File: src/rtl/mem_line_pkg.sv
// Shared types and line geometry for the memory-line responder and the cache
// controllers that talk to it.
package mem_line_pkg;
  localparam int LINE_W  = 128;
  localparam int BEAT_W  = 32;
  localparam int BEATS   = 4;
  localparam int LINE_AW = 28;

  typedef enum logic [2:0] {
    IDLE,
    WAIT,
    XFER,
    CAPT,
    DONE,
    COOL
  } state_e;
endpackage

File: src/rtl/line_pack.sv
// Read-line assembly: drops one 32-bit beat into its lane of the 128-bit line,
// leaving the other lanes untouched.
module line_pack
  import mem_line_pkg::*;
(
  input  logic              clk,
  input  logic              rst_n,
  input  logic              wr_en,
  input  logic [1:0]        beat,
  input  logic [BEAT_W-1:0] din,
  output logic [LINE_W-1:0] line
);
  logic [BEATS-1:0][BEAT_W-1:0] lanes;

  always_ff @(posedge clk or negedge rst_n) begin
    if (!rst_n) begin
      lanes <= '0;
    end else begin
      for (int i = 0; i < BEATS; i++)
        if (wr_en && beat == 2'(i)) lanes[i] <= din;
    end
  end

  assign line = lanes;
endmodule

File: src/rtl/mem_line_responder.sv
// Serves 128-bit line reads/writes from a 32-bit single-port SRAM: fixed wait,
// four beats, then a one-cycle ready pulse and a one-cycle cool-down.
module mem_line_responder
  import mem_line_pkg::*;
#(
  parameter int LATENCY = 4,
  parameter int SRAM_AW = 12
) (
  input  logic               clk,
  input  logic               rst_n,
  input  logic               mem_read,
  input  logic               mem_write,
  input  logic [LINE_AW-1:0] mem_addr,
  input  logic [LINE_W-1:0]  mem_wdata,
  output logic [LINE_W-1:0]  mem_rdata,
  output logic               mem_ready,
  output logic               sram_cen,
  output logic               sram_wen,
  output logic [SRAM_AW-1:0] sram_addr,
  output logic [BEAT_W-1:0]  sram_wdata,
  input  logic [BEAT_W-1:0]  sram_rdata
);
  localparam int LA_W = SRAM_AW - 2;

  state_e                       state, nxt;
  logic [3:0]                   cnt;
  logic [1:0]                   beat;
  logic                         req_wr;
  logic [LA_W-1:0]              line_addr;
  logic [BEATS-1:0][BEAT_W-1:0] wdata;
  logic                         cap_vld;
  logic [1:0]                   cap_beat;
  logic                         req;
  logic                         unused_addr;

  assign req         = mem_read | mem_write;
  // Line-address bits above the SRAM's reach are don't-care.
  assign unused_addr = ^mem_addr[LINE_AW-1:LA_W];

  always_ff @(posedge clk or negedge rst_n) begin
    if (!rst_n) begin
      state     <= IDLE;
      cnt       <= '0;
      beat      <= '0;
      req_wr    <= 1'b0;
      line_addr <= '0;
      wdata     <= '0;
      cap_vld   <= 1'b0;
      cap_beat  <= '0;
    end else begin
      state    <= nxt;
      // Read data lags the enable by one cycle, so capture trails issue.
      cap_vld  <= (state == XFER) && !req_wr;
      cap_beat <= beat;
      case (state)
        IDLE: if (req) begin
          req_wr    <= mem_write;
          line_addr <= mem_addr[LA_W-1:0];
          if (mem_write) wdata <= mem_wdata;
          cnt  <= 4'(LATENCY - 1);
          beat <= '0;
        end
        WAIT: if (cnt != 4'd0) cnt <= cnt - 4'd1;
        XFER: beat <= beat + 2'd1;
        default: ;
      endcase
    end
  end

  always_comb begin
    nxt = state;
    case (state)
      IDLE:    if (req) nxt = WAIT;
      WAIT:    if (cnt == 4'd0) nxt = XFER;
      XFER:    if (beat == 2'd3) nxt = req_wr ? DONE : CAPT;
      CAPT:    nxt = DONE;
      DONE:    nxt = COOL;
      COOL:    nxt = IDLE;
      default: nxt = IDLE;
    endcase
  end

  assign sram_cen   = (state == XFER);
  assign sram_wen   = (state == XFER) && req_wr;
  assign sram_addr  = (state == XFER) ? {line_addr, beat} : '0;
  assign sram_wdata = sram_wen ? wdata[beat] : '0;
  assign mem_ready  = (state == DONE);

  line_pack u_pack (
    .clk   (clk),
    .rst_n (rst_n),
    .wr_en (cap_vld),
    .beat  (cap_beat),
    .din   (sram_rdata),
    .line  (mem_rdata)
  );
endmodule

File: config.mk
export PLATFORM = sky130hd
export DESIGN_NAME = mem_line_responder
export DESIGN_NICKNAME = d
export VERILOG_FILES = /design/src/rtl/mem_line_pkg.sv /design/src/rtl/line_pack.sv /design/src/rtl/mem_line_responder.sv
export SDC_FILE = /design/constraint.sdc
export NUM_CORES = 1
export LEC_CHECK = 0
export ABC_AREA = 1
export BUFFER_PORTS_ARGS = -buffer_cell sky130_fd_sc_hd__buf_2
export CORE_MARGIN = 8
export CORE_UTILIZATION = 49
export CTS_BUF_LIST = sky130_fd_sc_hd__clkbuf_8
export DETAILED_ROUTE_END_ITERATION = 8
export PLACE_DENSITY = 0.79
export SLEW_MARGIN = 20
export SYNTH_ARGS = -nofsm -noshare
export SYNTH_HDL_FRONTEND = slang
export SYNTH_HIERARCHICAL = 1
export SYNTH_SLANG_ARGS = --single-unit
File: constraint.sdc
create_clock -name clk -period 1.2 [get_ports clk]
set_input_delay 0.24 -clock clk [delete_from_list [all_inputs] [get_ports clk]]
set_output_delay 0.24 -clock clk [all_outputs]
set_load 0.1 [all_outputs]
==> results_dict.tcl, run 1 <==
set metrics [dict create \
    h-tree-depth 2 \
    synth_area_mm2 0.0129 \
    yosysSeqAreaShare 0.541 \
    die_y_um 178 \
    grt_max_degree 72 \
    haltStage "5_1_grt" \
    rows 59 \
    ys_types 27 \
    ys_ff_latch 279 \
    place_area_mm2 0.0189 \
    root_buffer "clkbuf_8" \
    syn_nets 1710 \
    dp_hpwl_um 31900 \
    avgSynthCellArea_um2 8.51 \
    port_buffers 348 \
    cts_sinks 279 \
    die_x_um 178 \
    yosys_most_used_dff "dfrtp_1" \
    routabilityCongestion 0.851 \
    synthCells 1515 \
    async_reset_ff_frac 1.00 \
    stop_error "[ERROR DPL-0038] Utilization greater than 100%, impossible to legalize" \
    io_pins 367 \
    numCtsBuffers 48 \
    synth_warnings 6 \
    clock_path_buffers 3 \
    synth_edf_count 0 \
    start_util 0.496 \
    status "did not finish" \
]
-- metrics by stage --
step           worst slack (ns)  cells  utilization  TNS [ns]
2_1_floorplan            -0.704   1515            -    -41.45
3_3_place_gp             -0.416   2231        0.729    -48.51
3_5_place_dp             -0.466   2231        0.729    -55.51
4_1_cts                   -1.05   2596        0.921   -132.32
-- cells by family after synthesis --
kind of cell | share of synthesized area
simple gates | 0.344
flops | 0.541
buf+inv | 0.0684
compound gates | 0.0432
fa+ha+maj | 0.00291
xor+xnor | 0.000679
-- what timing repair did --
action	CTS
gates cloned	35
resized for setup	236
endpoints found under the setup margin	380
pin swaps	56
endpoints found under the hold margin	524
hold buffers	171
setup buffers	73
-- cells in the mapped netlist, types with 9 or more instances --
| cell type | number | area, um^2 |
|---|---|---|
| nand3_1 | 173 | 866 |
| buf_12 | 11 | 220 |
| o21ai_1 | 9 | 45.0 |
| nand2_2 | 102 | 638 |
| nand2_1 | 445 | 1670 |
| clkbuf_1 | 35 | 131 |
| o21ai_0 | 67 | 335 |
| dfrtp_1 | 279 | 6980 |
| nand4_1 | 97 | 607 |
| inv_1 | 24 | 90.1 |
| buf_2 | 60 | 300 |
| nor2_1 | 149 | 559 |
| a21oi_1 | 32 | 160 |
==> inputs of run 2 (changes only) <==
--- a/config.mk
+++ b/config.mk
@@ -8,10 +8,9 @@
 export ABC_AREA = 1
 export BUFFER_PORTS_ARGS = -buffer_cell sky130_fd_sc_hd__buf_2
 export CORE_MARGIN = 8
-export CORE_UTILIZATION = 49
-export CTS_BUF_LIST = sky130_fd_sc_hd__clkbuf_8
+export CORE_UTILIZATION = 40
 export DETAILED_ROUTE_END_ITERATION = 8
-export PLACE_DENSITY = 0.79
+export PLACE_DENSITY_LB_ADDON = 0.15
 export SLEW_MARGIN = 20
 export SYNTH_ARGS = -nofsm -noshare
 export SYNTH_HDL_FRONTEND = slang
==> constraint.sdc (replaced) <==
create_clock -name clk -period 1.6 [get_ports clk]
set_input_delay 0.32 -clock clk [delete_from_list [all_inputs] [get_ports clk]]
set_output_delay 0.32 -clock clk [all_outputs]
set_load 0.1 [all_outputs]
==> run 2 against run 1 <==
  * The flow now finishes, with violations (setup timing)
  * Synthesized cell count unchanged
  * Synthesized area is the same
==> results_dict.tcl, run 2 <==
set metrics [dict create \
    ys_types 27 \
    ir_worst_vdd_uv 1700 \
    avgSynthCellArea_um2 8.51 \
    grt_pass1_vias 12200 \
    finalCritPeriodShare 1.42 \
    numCtsBuffers 31 \
    synthMostInstantiatedCell "nand2_1" \
    synth-compound-area-share 0.0432 \
    synth_warnings 6 \
    root_buffer "clkbuf_16" \
    clk_latency_ns 0.55 \
    finalCriticalPeriod_ns 2.27 \
    port_buffers 348 \
    grt_overflow 0 \
    end_kind "output port" \
    dp_hpwl_um 29100 \
    drc 0 \
    rr_endpoint "state[0]" \
    first_iter_violations 917 \
    die_area_mm2 0.0382 \
    grt_use_total 0.221 \
    cts_tree "built" \
    syn_to_final_growth_pct 47.3 \
    die_y_um 196 \
    start_util 0.408 \
    hold_class "in -> reg" \
    synthTopCellsByCount "nand2_1, dfrtp_1, nand3_1" \
    finalHoldViolCount 0 \
    cts_sinks 279 \
    drv_cap 0 \
    whs_path_depth 3 \
    r2r_start "beat[0]" \
    p_per_area_mw_per_mm2 2510 \
    fin_tns_setup_ns -27.31 \
    fin_worst_skew_ns 0.00891 \
    drt-total-wl_um 44000 \
    via_per_inst 5.13 \
    routabilityCongestion 0.815 \
    cp_max_fo 7 \
    antenna_found_initial 5 \
    worst_pin_slew_ns 0.442 \
    ys_ff_latch 279 \
    synthTopCellsByArea "dfrtp_1, nand2_1, nand3_1" \
    synthCells 1515 \
    final_nets 2120 \
    wire_per_inst_um 18.7 \
    drt.antenna.violating_nets 0 \
    yosys.area.top_type "dfrtp_1" \
    drive_gt1_frac 0.348 \
    h-tree-depth 1 \
    hold_start "mem_wdata[65]" \
    hold_slack_ns 0.0172 \
    synth_top_family_by_area "simple AND/OR/NAND/NOR gates" \
    critPathLaunchType "flop" \
    finalPower_mw 47.7 \
    synth_top_area_share 0.541 \
    rrSetupSlack_ns -0.05 \
    leakage_nw 9.18 \
    io_pins 367 \
    synth-simple-area-share 0.344 \
    async_reset_ff_frac 1.00 \
    rsz0062_at_grt "true" \
    yosysSeqAreaShare 0.541 \
    critPathArrivalTime_ns 1.95 \
    dr.pass1.iters 7 \
    grt_max_degree 63 \
    vias 12100 \
    synth_edf_count 0 \
    syn_nets 1710 \
    worst_slack_ns -0.672 \
    setup_viol 50 \
    rows 65 \
    yosys_most_used_dff "dfrtp_1" \
    synth_fa_ha_area_frac 0.00291 \
    synth_area_mm2 0.0129 \
    violations "setup timing" \
    cts.reportedPaths.clkPinSlew_ns 0.06 \
    layout_commonest_cell "nand2_1" \
    synth_mux_area_frac 0 \
    status "complete, but fails checks" \
    die_x_um 196 \
    worstSetupPathType "reg -> out" \
    final_cell_mix "nand2_1, dfrtp_1, nand3_1" \
    synth-xor-area-share 0.000679 \
    core_mm2 0.0316 \
    worstPathRequired_ns 1.28 \
    reg2reg_depth 8 \
    max_slew_margin 0.705 \
    hold_end "wdata[65]" \
    grt_first_pass_wirelength_um 69100 \
    fmax_mhz 440 \
    finalMaxSlewViolations 0 \
    clock_path_buffers 3 \
]
[run 2: cell counts after synthesis]
Identical to the previous run, type by type.
[run 2: power breakdown]
| group | leakage [nW] | switching [mW] | total, mW | internal, mW |
|---|---|---|---|---|
| clock network | 0.481 | 2.83 | 7.05 | 4.22 |
| logic | 5.46 | 20.6 | 28.4 | 7.76 |
| registers | 3.24 | 2.13 | 12.3 | 10.2 |
| total | 9.18 | 25.6 | 47.7 | 22.2 |
[run 2: worst max-delay path by stage]
stage | startpoint | to | slack, ns | depth (start not counted)
after floorplan | state[2] | sram_wdata[22] | -0.39 | 6
after global placement | beat[0] | sram_wdata[21] | -0.17 | 6
final | beat[0] | sram_wdata[22] | -0.67 | 8
after CTS | beat[0] | sram_wdata[20] | -0.71 | 8
after global routing | state[1] | sram_wdata[20] | -0.75 | 8
after detailed placement | beat[0] | sram_wdata[21] | -0.19 | 6
[run 2: routing by layer]
metal  GRT usage  share of wire  vias up
met1       0.304           0.44     5795
met3      0.0475          0.067       64
met5           0        0.00055        -
met2       0.349           0.47      414
met4      0.0620          0.024        4
li1            -              -     5784
[run 2: kinds of logic after synthesis]
kind of cell,Yosys count
XOR/XNOR,1
buffers and inverters,148
AO/OA/AOI/OAI,110
flip-flops,279
adder cells (fa/ha/maj),3
AND/OR/NAND/NOR,974
[run 2: metrics by stage]
step	instances	worst slack, ns	area (um^2)	util
floorplan	1515	-0.385	13400	-
global placement	2205	-0.173	16300	0.517
detailed placement	2205	-0.187	16300	0.517
CTS	2341	-0.711	18700	0.590
global route	2352	-0.747	19000	0.601
finish	2352	-0.672	19000	0.601
[run 2: repair_timing]
action,4_1_cts,5_1_grt
gates resized for setup,218,51
buffers inserted,7,6
setup endpoints to repair,178,74
hold buffers,69,0
pin swaps,21,31
gates cloned,5,6
endpoints found under the hold margin,134,0
[run 2: cell type report]
type,instances,area [um^2]
fill,2739,12600
sequential,279,6990
multi-input combinational,1088,5670
timing repair buffer,496,4680
clock buffer,45,868
tap,402,503
inverter,29,145
clock inverter,10,133
antenna,3,7.51
[run 2: critical path, cell delays in order, from the launching register on]
cell and delay, ns:
dfrtp_2 0.37, buf_12 0.16, buf_12 0.13, clkbuf_16 0.15, nor2_1 0.05, nor2_1 0.10
o21ai_2 0.08, a21oi_4 0.17, buf_12 0.19
No activity file was read; power rests on OpenSTA's default activity.
